### src/rtl/fft_pair_sequencer.sv
// Frame buffer and radix-2 butterfly operand sequencer: captures SAMPLES words, then
// streams (x[a], x[b]) pairs with indices, stage and twiddle for one or all stages.
module fft_pair_sequencer #(
    parameter int SAMPLES = 8,
    parameter int WIDTH   = 16,
    localparam int LOG    = $clog2(SAMPLES),
    localparam int IDXW   = LOG,
    localparam int SW     = ($clog2(LOG) > 0) ? $clog2(LOG) : 1
) (
    input  logic             clk,
    input  logic             reset_n,
    input  logic             in_valid,
    output logic             in_ready,
    input  logic [WIDTH-1:0] in_data,
    input  logic             start,
    input  logic [SW-1:0]    stage_sel,
    input  logic             all_stages,
    output logic             busy,
    output logic             done,
    output logic             out_valid,
    input  logic             out_ready,
    output logic [WIDTH-1:0] out_a_data,
    output logic [WIDTH-1:0] out_b_data,
    output logic [IDXW-1:0]  out_a_idx,
    output logic [IDXW-1:0]  out_b_idx,
    output logic [SW-1:0]    out_stage,
    output logic [IDXW-1:0]  out_twiddle,
    output logic             out_stage_last,
    output logic             out_last
);
    localparam logic [IDXW-1:0] LAST_PAIR = IDXW'(SAMPLES / 2 - 1);
    localparam logic [SW-1:0]   TOP_STAGE = SW'(LOG - 1);

    typedef enum logic [1:0] {IDLE, LOAD, FULL, EMIT} state_t;

    typedef struct packed {
        logic [IDXW-1:0] a;
        logic [IDXW-1:0] b;
        logic [IDXW-1:0] tw;
    } pair_t;

    state_t           state_q, state_d;
    logic [LOG:0]     wr_cnt;
    logic [WIDTH-1:0] frame_mem [SAMPLES];
    logic [SW-1:0]    last_stage, final_stage, start_stage, sel_stage, nxt_stage;
    logic [IDXW-1:0]  pair_q, sel_pair, nxt_pair;
    logic             accept, hs, load_en, sel_last;
    pair_t            pr;

    function automatic logic [SW-1:0] clamp_stage(input logic [SW-1:0] s);
        return (int'(s) >= LOG) ? TOP_STAGE : s;
    endfunction

    // Pair p of stage s: p = g*2^s + j, so the group and in-group offset fall out of shifts.
    function automatic pair_t gen_pair(input logic [SW-1:0] s, input logic [IDXW-1:0] p);
        pair_t           r;
        logic [IDXW-1:0] j;
        logic [IDXW-1:0] g;
        j    = p & ((IDXW'(1) << s) - IDXW'(1));
        g    = p >> s;
        r.a  = ((g << s) << 1) | j;
        r.b  = r.a | (IDXW'(1) << s);
        r.tw = j << (LOG - 1 - int'(s));
        return r;
    endfunction

    assign accept = in_ready && in_valid;
    assign hs     = out_valid && out_ready;

    always_ff @(posedge clk or negedge reset_n) begin
        if (!reset_n) state_q <= IDLE;
        else          state_q <= state_d;
    end

    always_comb begin
        state_d = state_q;
        case (state_q)
            IDLE:    if (accept) state_d = LOAD;
            LOAD:    if (accept && wr_cnt == (LOG+1)'(SAMPLES - 1)) state_d = FULL;
            FULL:    if (start) state_d = EMIT;
            EMIT:    if (hs && out_last) state_d = IDLE;
            default: state_d = IDLE;
        endcase
    end

    always_comb begin
        in_ready = (state_q == IDLE) || (state_q == LOAD);
        busy     = (state_q == EMIT);
    end

    always_ff @(posedge clk or negedge reset_n) begin
        if (!reset_n)                      wr_cnt <= '0;
        else if (state_q == EMIT && state_d == IDLE) wr_cnt <= '0;
        else if (accept)                   wr_cnt <= wr_cnt + (LOG+1)'(1);
    end

    always_ff @(posedge clk) begin
        if (accept) frame_mem[wr_cnt[LOG-1:0]] <= in_data;
    end

    // Select the pair to present next: the first pair on start, else the successor.
    always_comb begin
        start_stage = all_stages ? '0 : clamp_stage(stage_sel);
        nxt_stage   = out_stage;
        nxt_pair    = pair_q + IDXW'(1);
        if (pair_q == LAST_PAIR) begin
            nxt_pair  = '0;
            nxt_stage = out_stage + SW'(1);
        end
        if (state_q == FULL) begin
            sel_stage   = start_stage;
            sel_pair    = '0;
            final_stage = all_stages ? TOP_STAGE : start_stage;
        end else begin
            sel_stage   = nxt_stage;
            sel_pair    = nxt_pair;
            final_stage = last_stage;
        end
        sel_last = (sel_pair == LAST_PAIR) && (sel_stage == final_stage);
        load_en  = (state_q == FULL && start) || (state_q == EMIT && hs && !out_last);
        pr       = gen_pair(sel_stage, sel_pair);
    end

    always_ff @(posedge clk or negedge reset_n) begin
        if (!reset_n) begin
            out_valid      <= 1'b0;
            done           <= 1'b0;
            out_a_data     <= '0;
            out_b_data     <= '0;
            out_a_idx      <= '0;
            out_b_idx      <= '0;
            out_stage      <= '0;
            out_twiddle    <= '0;
            out_stage_last <= 1'b0;
            out_last       <= 1'b0;
            pair_q         <= '0;
            last_stage     <= '0;
        end else begin
            done <= 1'b0;
            if (load_en) begin
                out_valid      <= 1'b1;
                out_a_data     <= frame_mem[pr.a];
                out_b_data     <= frame_mem[pr.b];
                out_a_idx      <= pr.a;
                out_b_idx      <= pr.b;
                out_stage      <= sel_stage;
                out_twiddle    <= pr.tw;
                out_stage_last <= (sel_pair == LAST_PAIR);
                out_last       <= sel_last;
                pair_q         <= sel_pair;
                last_stage     <= final_stage;
            end else if (hs && out_last) begin
                out_valid <= 1'b0;
                done      <= 1'b1;
            end
        end
    end

endmodule
### config.mk
export PLATFORM = sky130hd
export DESIGN_NAME = fft_pair_sequencer
export DESIGN_NICKNAME = d
export VERILOG_FILES = /design/src/rtl/fft_pair_sequencer.sv
export SDC_FILE = /design/constraint.sdc
export NUM_CORES = 1
export LEC_CHECK = 0
export ABC_AREA = 0
export CAP_MARGIN = 15
export CORE_ASPECT_RATIO = 1.1
export CORE_MARGIN = 4
export CORE_UTILIZATION = 36
export DETAILED_ROUTE_END_ITERATION = 10
export DONT_BUFFER_PORTS = 1
export SLEW_MARGIN = 40
export SYNTH_ARGS = -nofsm -noshare
export SYNTH_HDL_FRONTEND = slang
export SYNTH_SLANG_ARGS = --single-unit
### constraint.sdc
create_clock -name clk -period 4.9 [get_ports clk]
set_clock_uncertainty 0.2 [all_clocks]
set_input_delay 0.245 -clock clk [delete_from_list [all_inputs] [get_ports clk]]
set_output_delay 0.245 -clock clk [all_outputs]
set_load 0.02 [all_outputs]
* Word-level counts from Yosys, hierarchy flattened
Memory sizes are Yosys's and may differ from the RTL's. A register that Yosys moved wholly into a read port is not among the register bits. Index checks and enable logic that the tools add are counted.
Operators by class: add/sub/neg operators 5, $lt $le $gt $ge 1, eq/ne operators 7, shift-type cells 4, muxes and demuxes 21, bitwise operators 3, reduce and logical (&&, ||, !) cells 18
Operators with widths (number):
- $shl A3 B32 Y3 | 1
- $mux W2 | 10
- $logic_and A1 B1 Y1 | 9
- $mux W4 | 2
- $pmux W2 S4 | 1
- $eq A3 B2 Y1 const B | 2
- $mux W1 | 6
- $mux W3 | 2
- $or A3 B3 Y3 | 2
- $add A4 B1 Y4 const B | 1
- $eq A2 B2 Y1 const B | 2
- $eq A4 B3 Y1 const B | 1
- $logic_not A2 Y1 | 2
- $reduce_bool A2 Y1 | 2
- $add A3 B1 Y3 const B | 1
- $and A3 B3 Y3 | 1
- $logic_not A1 Y1 | 3
- $shl A1 B2 Y3 const A | 1
- $shl A3 B2 Y2 | 1
- $shr A3 B2 Y3 | 1
- $sub A2 B2 Y3 const A | 1
- $sub A3 B1 Y3 const B | 1
- $add A2 B1 Y2 const B | 1
- $eq A2 B1 Y1 const B | 1
- 3 further kinds | 4
Word-level totals: flip-flop bits (word level) 26, bits in writable memories 128, input bits 24, word-level logic and storage cells 72, memories kept 1
Memories:
- frame_mem | words 8, width 16, read ports 2, clocked after Yosys merged registers in 2, write ports 1, line 44 | logic [WIDTH-1:0] frame_mem [SAMPLES];

* Longest topological paths before layout
Gate-level depths: netlist (run 1).
depth in word-level cells 9, mapped depth 15

* Worst setup path before layout (run 1)
Ideal clock, no wire load.
path type register to register, start point reg pair_q[0], end point reg out_a_data[0], read port of frame_mem, setup time 122 ps, data arrival time 3327 ps, required time 4578 ps, slack 1251 ps, stages on the path, launching flop included 14, buffers on the path 3, period minus slack after synthesis 3649 ps, cell sequence dfrtp_1 -> ha_1 -> nor2b_1 -> buf_6 -> xnor2_2 -> a21oi_2 -> inv_1 -> ha_1 -> buf_2 -> nor4_4 -> buf_6 -> mux4_2 -> a21oi_1 -> a21oi_1
On the way: cells in the longest elaborated chain, start to end 7, elaborated cells on any way between the ends 12
RTL lines:
- start, declared | line 46 | logic [IDXW-1:0] pair_q, sel_pair, nxt_pair;
- start signal, assigned | line 150 | pair_q <= sel_pair;
- $eq A3 B2 Y1 (*) | line 106 | if (pair_q == LAST_PAIR) begin
- $mux W2 (*) | line 106
- $mux W2 (*) | line 110 | if (state_q == FULL) begin
- via sel_stage[0] | line 45 | logic [SW-1:0] last_stage, final_stage, start_stage, sel_stage, nxt_stage;
- $shl A1 B2 Y3 | line 59 | j = p & ((IDXW'(1) << s) - IDXW'(1));
- $sub A3 B1 Y3 | line 59
- $and A3 B3 Y3 | line 59
- $or A3 B3 Y3 (*) | line 61 | r.a = ((g << s) << 1) | j;
- end, declared | line 22 | output logic [WIDTH-1:0] out_a_data,
The timed path passes the listed nets; every way through them passes the cells marked *. A chain may end at the register's enable or synchronous reset.

* Worst setup path after layout (run 1)
start point reg pair_q[0], end point reg out_b_data[14], read port of frame_mem
On the way: cells in the longest elaborated chain, start to end 8, elaborated cells on any way between the ends 13
RTL lines:
- $eq A3 B2 Y1 (*) | line 106
- $mux W2 (*) | line 106
- $mux W2 (*) | line 110
- via sel_stage[0] | line 45
- $shl A1 B2 Y3 | line 59, 62
- $sub A3 B1 Y3 | line 59
- $and A3 B3 Y3 | line 59
- $or A3 B3 Y3 | line 61
- $or A3 B3 Y3 (*) | line 62 | r.b = r.a | (IDXW'(1) << s);
- end, declared | line 23 | output logic [WIDTH-1:0] out_b_data,
Marks and branches as above.

==> run_results.csv, run 1 <==
group,metric,value,unit
clocking,cts_tree,"built",
min_path,min-delay-start,"all_stages",
route,drt_iter0_drc,409,
pwr,power,0.007359,W
layout,layout_commonest_cell,"edfxtp_1",
grt,overflow,0,
clocking,cts_buffer_depth,2,
route,drc,0,
critical_path,required,5.00,ns
yosys,synth_ff_type,"edfxtp_1",
route,avgRoutedWirePerCell,23.30,µm
min_path,hold_path_class,"primary input to register",
clocking,worstSkewPairLatency,0.43,ns
clocking,h-tree-depth,4,
clocking,post_cts_buffers,0,
yosys,synth_seq_area_share,0.6304,
place,io_buffer_count,0,
yosys,ys_async_sr_fraction,0.3118,
grt,grt_pass1_wl,34130,µm
clocking,cts.sinks,186,
critical_path,end_kind,"register",
layout,antenna_cells,0,
layout,fillers,2090,
timing,min_period,4.181,ns
yosys,synth_seq_cells,186,
clocking,cts_buffers,17,
route,first_pass_iters,5,
yosys,yosysWarnings,0,
route,ant_nets,0,
timing,finalMaxSlewViolations,0,
pwr,p_leak,3.381,nW
critical_path,critPathLaunchType,"register",
floorplanning,ioPinCount,73,
critical_path,crit_path_top_delay_cell,"nor4b_1",
critical_path,crit_type,"register to register",
layout,area.growth.synth_to_final,15.28,%
floorplanning,core,22930,µm²
pwr,p_per_area,759.9,nW/µm²
critical_path,max_stage_delay,0.63,ns
route,vias_per_cell,5.683,
clocking,clk_pin_slew,0.07,ns
timing,fin_crit_sh,0.8533,
place,dpl_cell_area,8817,µm²
yosys,synth_cells,587,
grt,grt_use_total,0.1716,
yosys,syn-cell-area,8399,µm²
yosys,yosysUniqueCellTypes,56,
layout,nNetsFinal,648,
grt,grt_pass1_vias,5640,
layout,drive_above_1_share,0.1933,
floorplanning,placement_rows,58,
critical_path,cpMostUsedCell,"ha_1",
route,wl,21700,µm
floorplanning,start_util,0.3663,
critical_path,path_buf_inv,1,
timing,setup_viol,0,
layout,design_area,9683,µm²
pwr,max-vdd-ir-drop,0.4398,mV
timing,tightest_slew,0.8646,ns
timing,slew_headroom,0.4236,
flow_run,cap_violations,0,
yosys,synth.net_count,617,
critical_path,crit_chain,"ha_1 -> nor2b_1 -> xnor2_2 -> a21oi_2 -> inv_1 -> ha_1 -> nor4b_1 -> or3_1 -> mux4_2 -> mux2i_1 -> o21ai_1",
layout,mostFrequentLayoutCells,"edfxtp_1 (128), nand2_1 (89), dfrtp_1 (58)",
floorplanning,die_h,168.2,µm
floorplanning,die_area,25840,µm²
floorplanning,die_w,153.6,µm
yosys,avgSynthCellArea,14.31,µm²
critical_path,crit_fanout,9,
yosys,synth_edf_count,128,
place,gp_congestion,0.8068,
timing,finalSetupTns,0,ns
critical_path,crit-reg2reg-launch,"pair_q[0]",
critical_path,cp.arrival,4.28,ns
critical_path,critPathLaunch,"pair_q[0]",
layout,regArea,5295,µm²
clocking,cts_root_buf,"clkbuf_16",
layout,multi_input_area,2912,µm²
critical_path,path_delay_family,"simple AND/OR/NAND/NOR gates",
timing,rsz0062_at_grt,"no",
route,dr_total_vias,5291,
layout,postLayoutCoreUtil,0.4223,
grt,antenna_found_initial,1,
grt,grt_start_max_net_pins,59,
place,dp_hpwl,13680,µm
timing,finalHoldViolations,0,
run_status,status,"finished, final reports clean",
timing,max_freq,239.2,MHz
-- layout make-up --
class	instances	area share
flip-flops and latches	186	0.5468
multi-input cells	360	0.3007
repair buffers	49	0.05143
clock buffers	21	0.04652
well taps	300	0.03876
clock inverters	11	0.01421
inverters	4	0.001551
-- metal layers --
metal  GRT usage  wire length [µm]  vias up
met5           0                12        -
met4     0.06452               632        2
met3     0.05039              1918       44
met2      0.2809             10650      226
met1      0.2168              8477     2704
li1            -                 -     2315
-- Yosys cell counts (all sizes together) (6+ instances only) --
library cell	n	area share
nand3	13	0.0077
o211ai	11	0.012
o21ai	14	0.0092
a311oi	6	0.0063
ha	6	0.0089
mux2i	8	0.0095
edfxtp	128	0.46
o221ai	16	0.019
nand2	90	0.041
buf	29	0.025
nor3	6	0.0049
dfrtp	58	0.17
a21oi	45	0.027
clkbuf	8	0.0036
nor2	42	0.020
mux4	44	0.12
nand2b	9	0.0067
-- worst paths after layout --
check | to | slack, ns | depth (start not counted)
worst min-delay path | out_stage[1] | 0.02 | 3
worst min register to register | pair_q[1] | 0.29 | 2
worst max register to register | out_b_data[14] | 0.72 | 11
worst max-delay path | out_b_data[14] | 0.72 | 11
max in group asynchronous | out_b_data[8] | 4.06 | 2
min in group asynchronous | out_a_data[4] | 0.16 | 2
-- what timing repair did --
item,in CTS,in global routing
hold endpoints to repair,195,0
resized for setup,0,0
hold buffers,26,0
-- sequential cells by signal, indices dropped and copies added (netlist names), 2 cells and up --
| name | flops |
|---|---|
| last_stage | 2 |
| out_twiddle | 3 |
| out_stage | 2 |
| out_b_data | 16 |
| frame_mem | 128 |
| out_a_data | 16 |
| wr_cnt | 4 |
| out_a_idx | 3 |
| state_q | 2 |
| pair_q | 3 |
| out_b_idx | 3 |
-- through the flow --
| stage | cells | setup slack, ns | hold WS [ns] |
|---|---|---|---|
| 2_1_floorplan | 587 | 1.251 | -0.2506 |
| 3_3_place_gp | 868 | 0.8883 | -0.2466 |
| 3_5_place_dp | 873 | 0.6974 | -0.2471 |
| 4_1_cts | 931 | 0.7205 | 0.007603 |
| 5_1_grt | 931 | 0.4185 | 0.05769 |
| 6_report | 931 | 0.7190 | 0.02137 |
-- tightest hold or removal path, cell delays in order --
cell and delay [ns]:
inv_1 0.03, a31oi_1 0.17, o21ai_0 0.17
-- power by group --
part | internal (W) | switching [W] | leakage (nW) | total (W)
Combinational | 0.00141 | 0.00200 | 1.24 | 0.00342
Sequential | 0.00205 | 0.000525 | 1.86 | 0.00257
Clock | 0.000775 | 0.000595 | 0.282 | 0.00137
-- kinds of logic after synthesis --
group,synth area share
XOR/XNOR,0.009236
AO/OA/AOI/OAI,0.09430
buffers and inverters,0.03039
adder cells (fa/ha/maj),0.008938
flip-flops,0.6304
AND/OR/NAND/NOR,0.09787
multiplexers,0.1289
Note: power is estimated with default switching activity, not from simulation.
==> inputs of run 2 (changes only) <==
--- a/config.mk
+++ b/config.mk
@@ -12,6 +12,7 @@
 export CORE_UTILIZATION = 36
 export DETAILED_ROUTE_END_ITERATION = 10
 export DONT_BUFFER_PORTS = 1
+export RECOVER_POWER = 100
 export SLEW_MARGIN = 40
 export SYNTH_ARGS = -nofsm -noshare
 export SYNTH_HDL_FRONTEND = slang
==> run_results.csv, run 2 (same netlist as run 1, synthesis figures left out) <==
group,metric,value,unit
run_status,status,"finished, violations left",
run_status,violations,"capacitance limit, slew limit",
floorplanning,ioPinCount,73,
clocking,worstSkewPairLatency,0.43,ns
floorplanning,core,22930,µm²
min_path,hold_path_class,"primary input to register",
critical_path,required,5.03,ns
timing,slew_headroom,-1.333,
route,drt_iter0_drc,429,
route,ant_nets,0,
clocking,cts_tree,"built",
clocking,cts_buffers,17,
timing,hold_ws,0.03054,ns
place,io_buffer_count,0,
layout,area.growth.synth_to_final,13.48,%
critical_path,r2r_end,"out_a_data[8]",
pwr,max-vdd-ir-drop,0.4673,mV
layout,multi_input_area,2844,µm²
pwr,p_leak,3.297,nW
timing,finalMaxSlewViolations,97,
critical_path,crit-reg2reg-launch,"pair_q[0]",
flow_run,cap_violations,2,
critical_path,crit_type,"register to register",
route,dr_total_vias,5318,
grt,grt_pass1_vias,5640,
critical_path,end_kind,"register",
layout,layout_commonest_cell,"edfxtp_1",
timing,finalSetupTns,0,ns
layout,design_area,9532,µm²
clocking,cts.sinks,186,
clocking,cts_root_buf,"clkbuf_16",
clocking,post_cts_buffers,0,
clocking,cts_hold_buf,26,
floorplanning,die_w,153.6,µm
layout,nNetsFinal,648,
critical_path,ff2ff_path_depth,11,
place,dp_hpwl,13680,µm
timing,setup_viol,0,
clocking,cts_buffer_depth,2,
pwr,p_per_area,762.8,nW/µm²
floorplanning,die_h,168.2,µm
route,vias_per_cell,5.712,
critical_path,critPathLaunchType,"register",
route,drc,0,
route,first_pass_iters,5,
critical_path,r2r_slack,0.50,ns
timing,rsz0062_at_grt,"no",
timing,finalHoldViolations,0,
layout,antenna_cells,0,
place,dpl_cell_area,8817,µm²
floorplanning,placement_rows,58,
layout,drive_above_1_share,0.1585,
grt,grt_use_total,0.1716,
timing,fin_crit_sh,0.8989,
critical_path,cp.arrival,4.54,ns
place,gp_congestion,0.8068,
layout,postLayoutCoreUtil,0.4156,
critical_path,crit_fanout,14,
grt,overflow,0,
layout,regArea,5295,µm²
min_path,min-delay-start,"all_stages",
clocking,clk_pin_slew,0.07,ns
layout,mostFrequentLayoutCells,"edfxtp_1 (128), nand2_1 (89), dfrtp_1 (58)",
floorplanning,start_util,0.3663,
grt,grt_pass1_wl,34130,µm
timing,min_period,4.405,ns
floorplanning,die_area,25840,µm²
layout,largest_register_ffs,128,
min_path,worstHoldPathCells,3,
clocking,h-tree-depth,4,
clocking,postCtsResizedCells,0,
layout,fillers,2126,
timing,tightest_slew,3.499,ns
route,avgRoutedWirePerCell,23.36,µm
route,wl,21750,µm
min_path,min_to,"out_stage[1]",
grt,antenna_found_initial,1,
grt,grt_start_max_net_pins,59,
timing,max_freq,227.0,MHz
## run 2: per-stage QoR
stage                     worst slack, ns  instances  power, W
final                              0.4955        931  0.007271
after global routing               0.2665        931  0.007702
after CTS                          0.7205        931  0.007432
after detailed placement           0.6974        873  0.006013
after global placement             0.8883        868  0.005891
after floorplan                     1.251        587  0.005014
## run 2: cell type report
cell class | count | area share
clock inverters | 11 | 0.01444
repair buffers | 49 | 0.04345
inverters | 4 | 0.001575
multi-input cells | 360 | 0.2984
clock buffers | 21 | 0.04726
flip-flops and latches | 186 | 0.5555
well taps | 300 | 0.03938
## run 2: worst max-delay path, stage by stage (launching register included)
cell      delay [ns]
dfrtp_1         0.57
ha_1            0.29
nor2b_1         0.22
xnor2_1         0.13
a21oi_2         0.37
inv_1           0.15
ha_1            0.39
or4_1           0.70
o21ai_2         0.39
clkbuf_1        0.44
o221ai_1        0.21
o211ai_1        0.23
## run 2: routing by layer
| metal | GRT usage | wire length [µm] |
|---|---|---|
| met3 | 0.05039 | 1831 |
| met1 | 0.2168 | 8611 |
| met2 | 0.2809 | 10730 |
| met4 | 0.06452 | 560 |
| met5 | 0 | 12 |
## run 2: worst max path at each step
stage,start,to,slack (ns),cells past startpoint
after floorplan,pair_q[0],out_a_data[0],1.25,13
after global placement,pair_q[0],out_b_data[6],0.89,11
after detailed placement,pair_q[0],out_b_data[14],0.70,11
after CTS,pair_q[0],out_b_data[14],0.72,11
after global routing,pair_q[0],out_a_data[8],0.27,11
final,pair_q[0],out_a_data[8],0.50,11
## run 2: report_power, final
part / switching, W / internal, W / leakage [nW] / total (W)
clock network: 0.000594 / 0.000775 / 0.282 / 0.00137
logic: 0.00198 / 0.00136 / 1.16 / 0.00334
registers: 0.000515 / 0.00205 / 1.86 / 0.00257
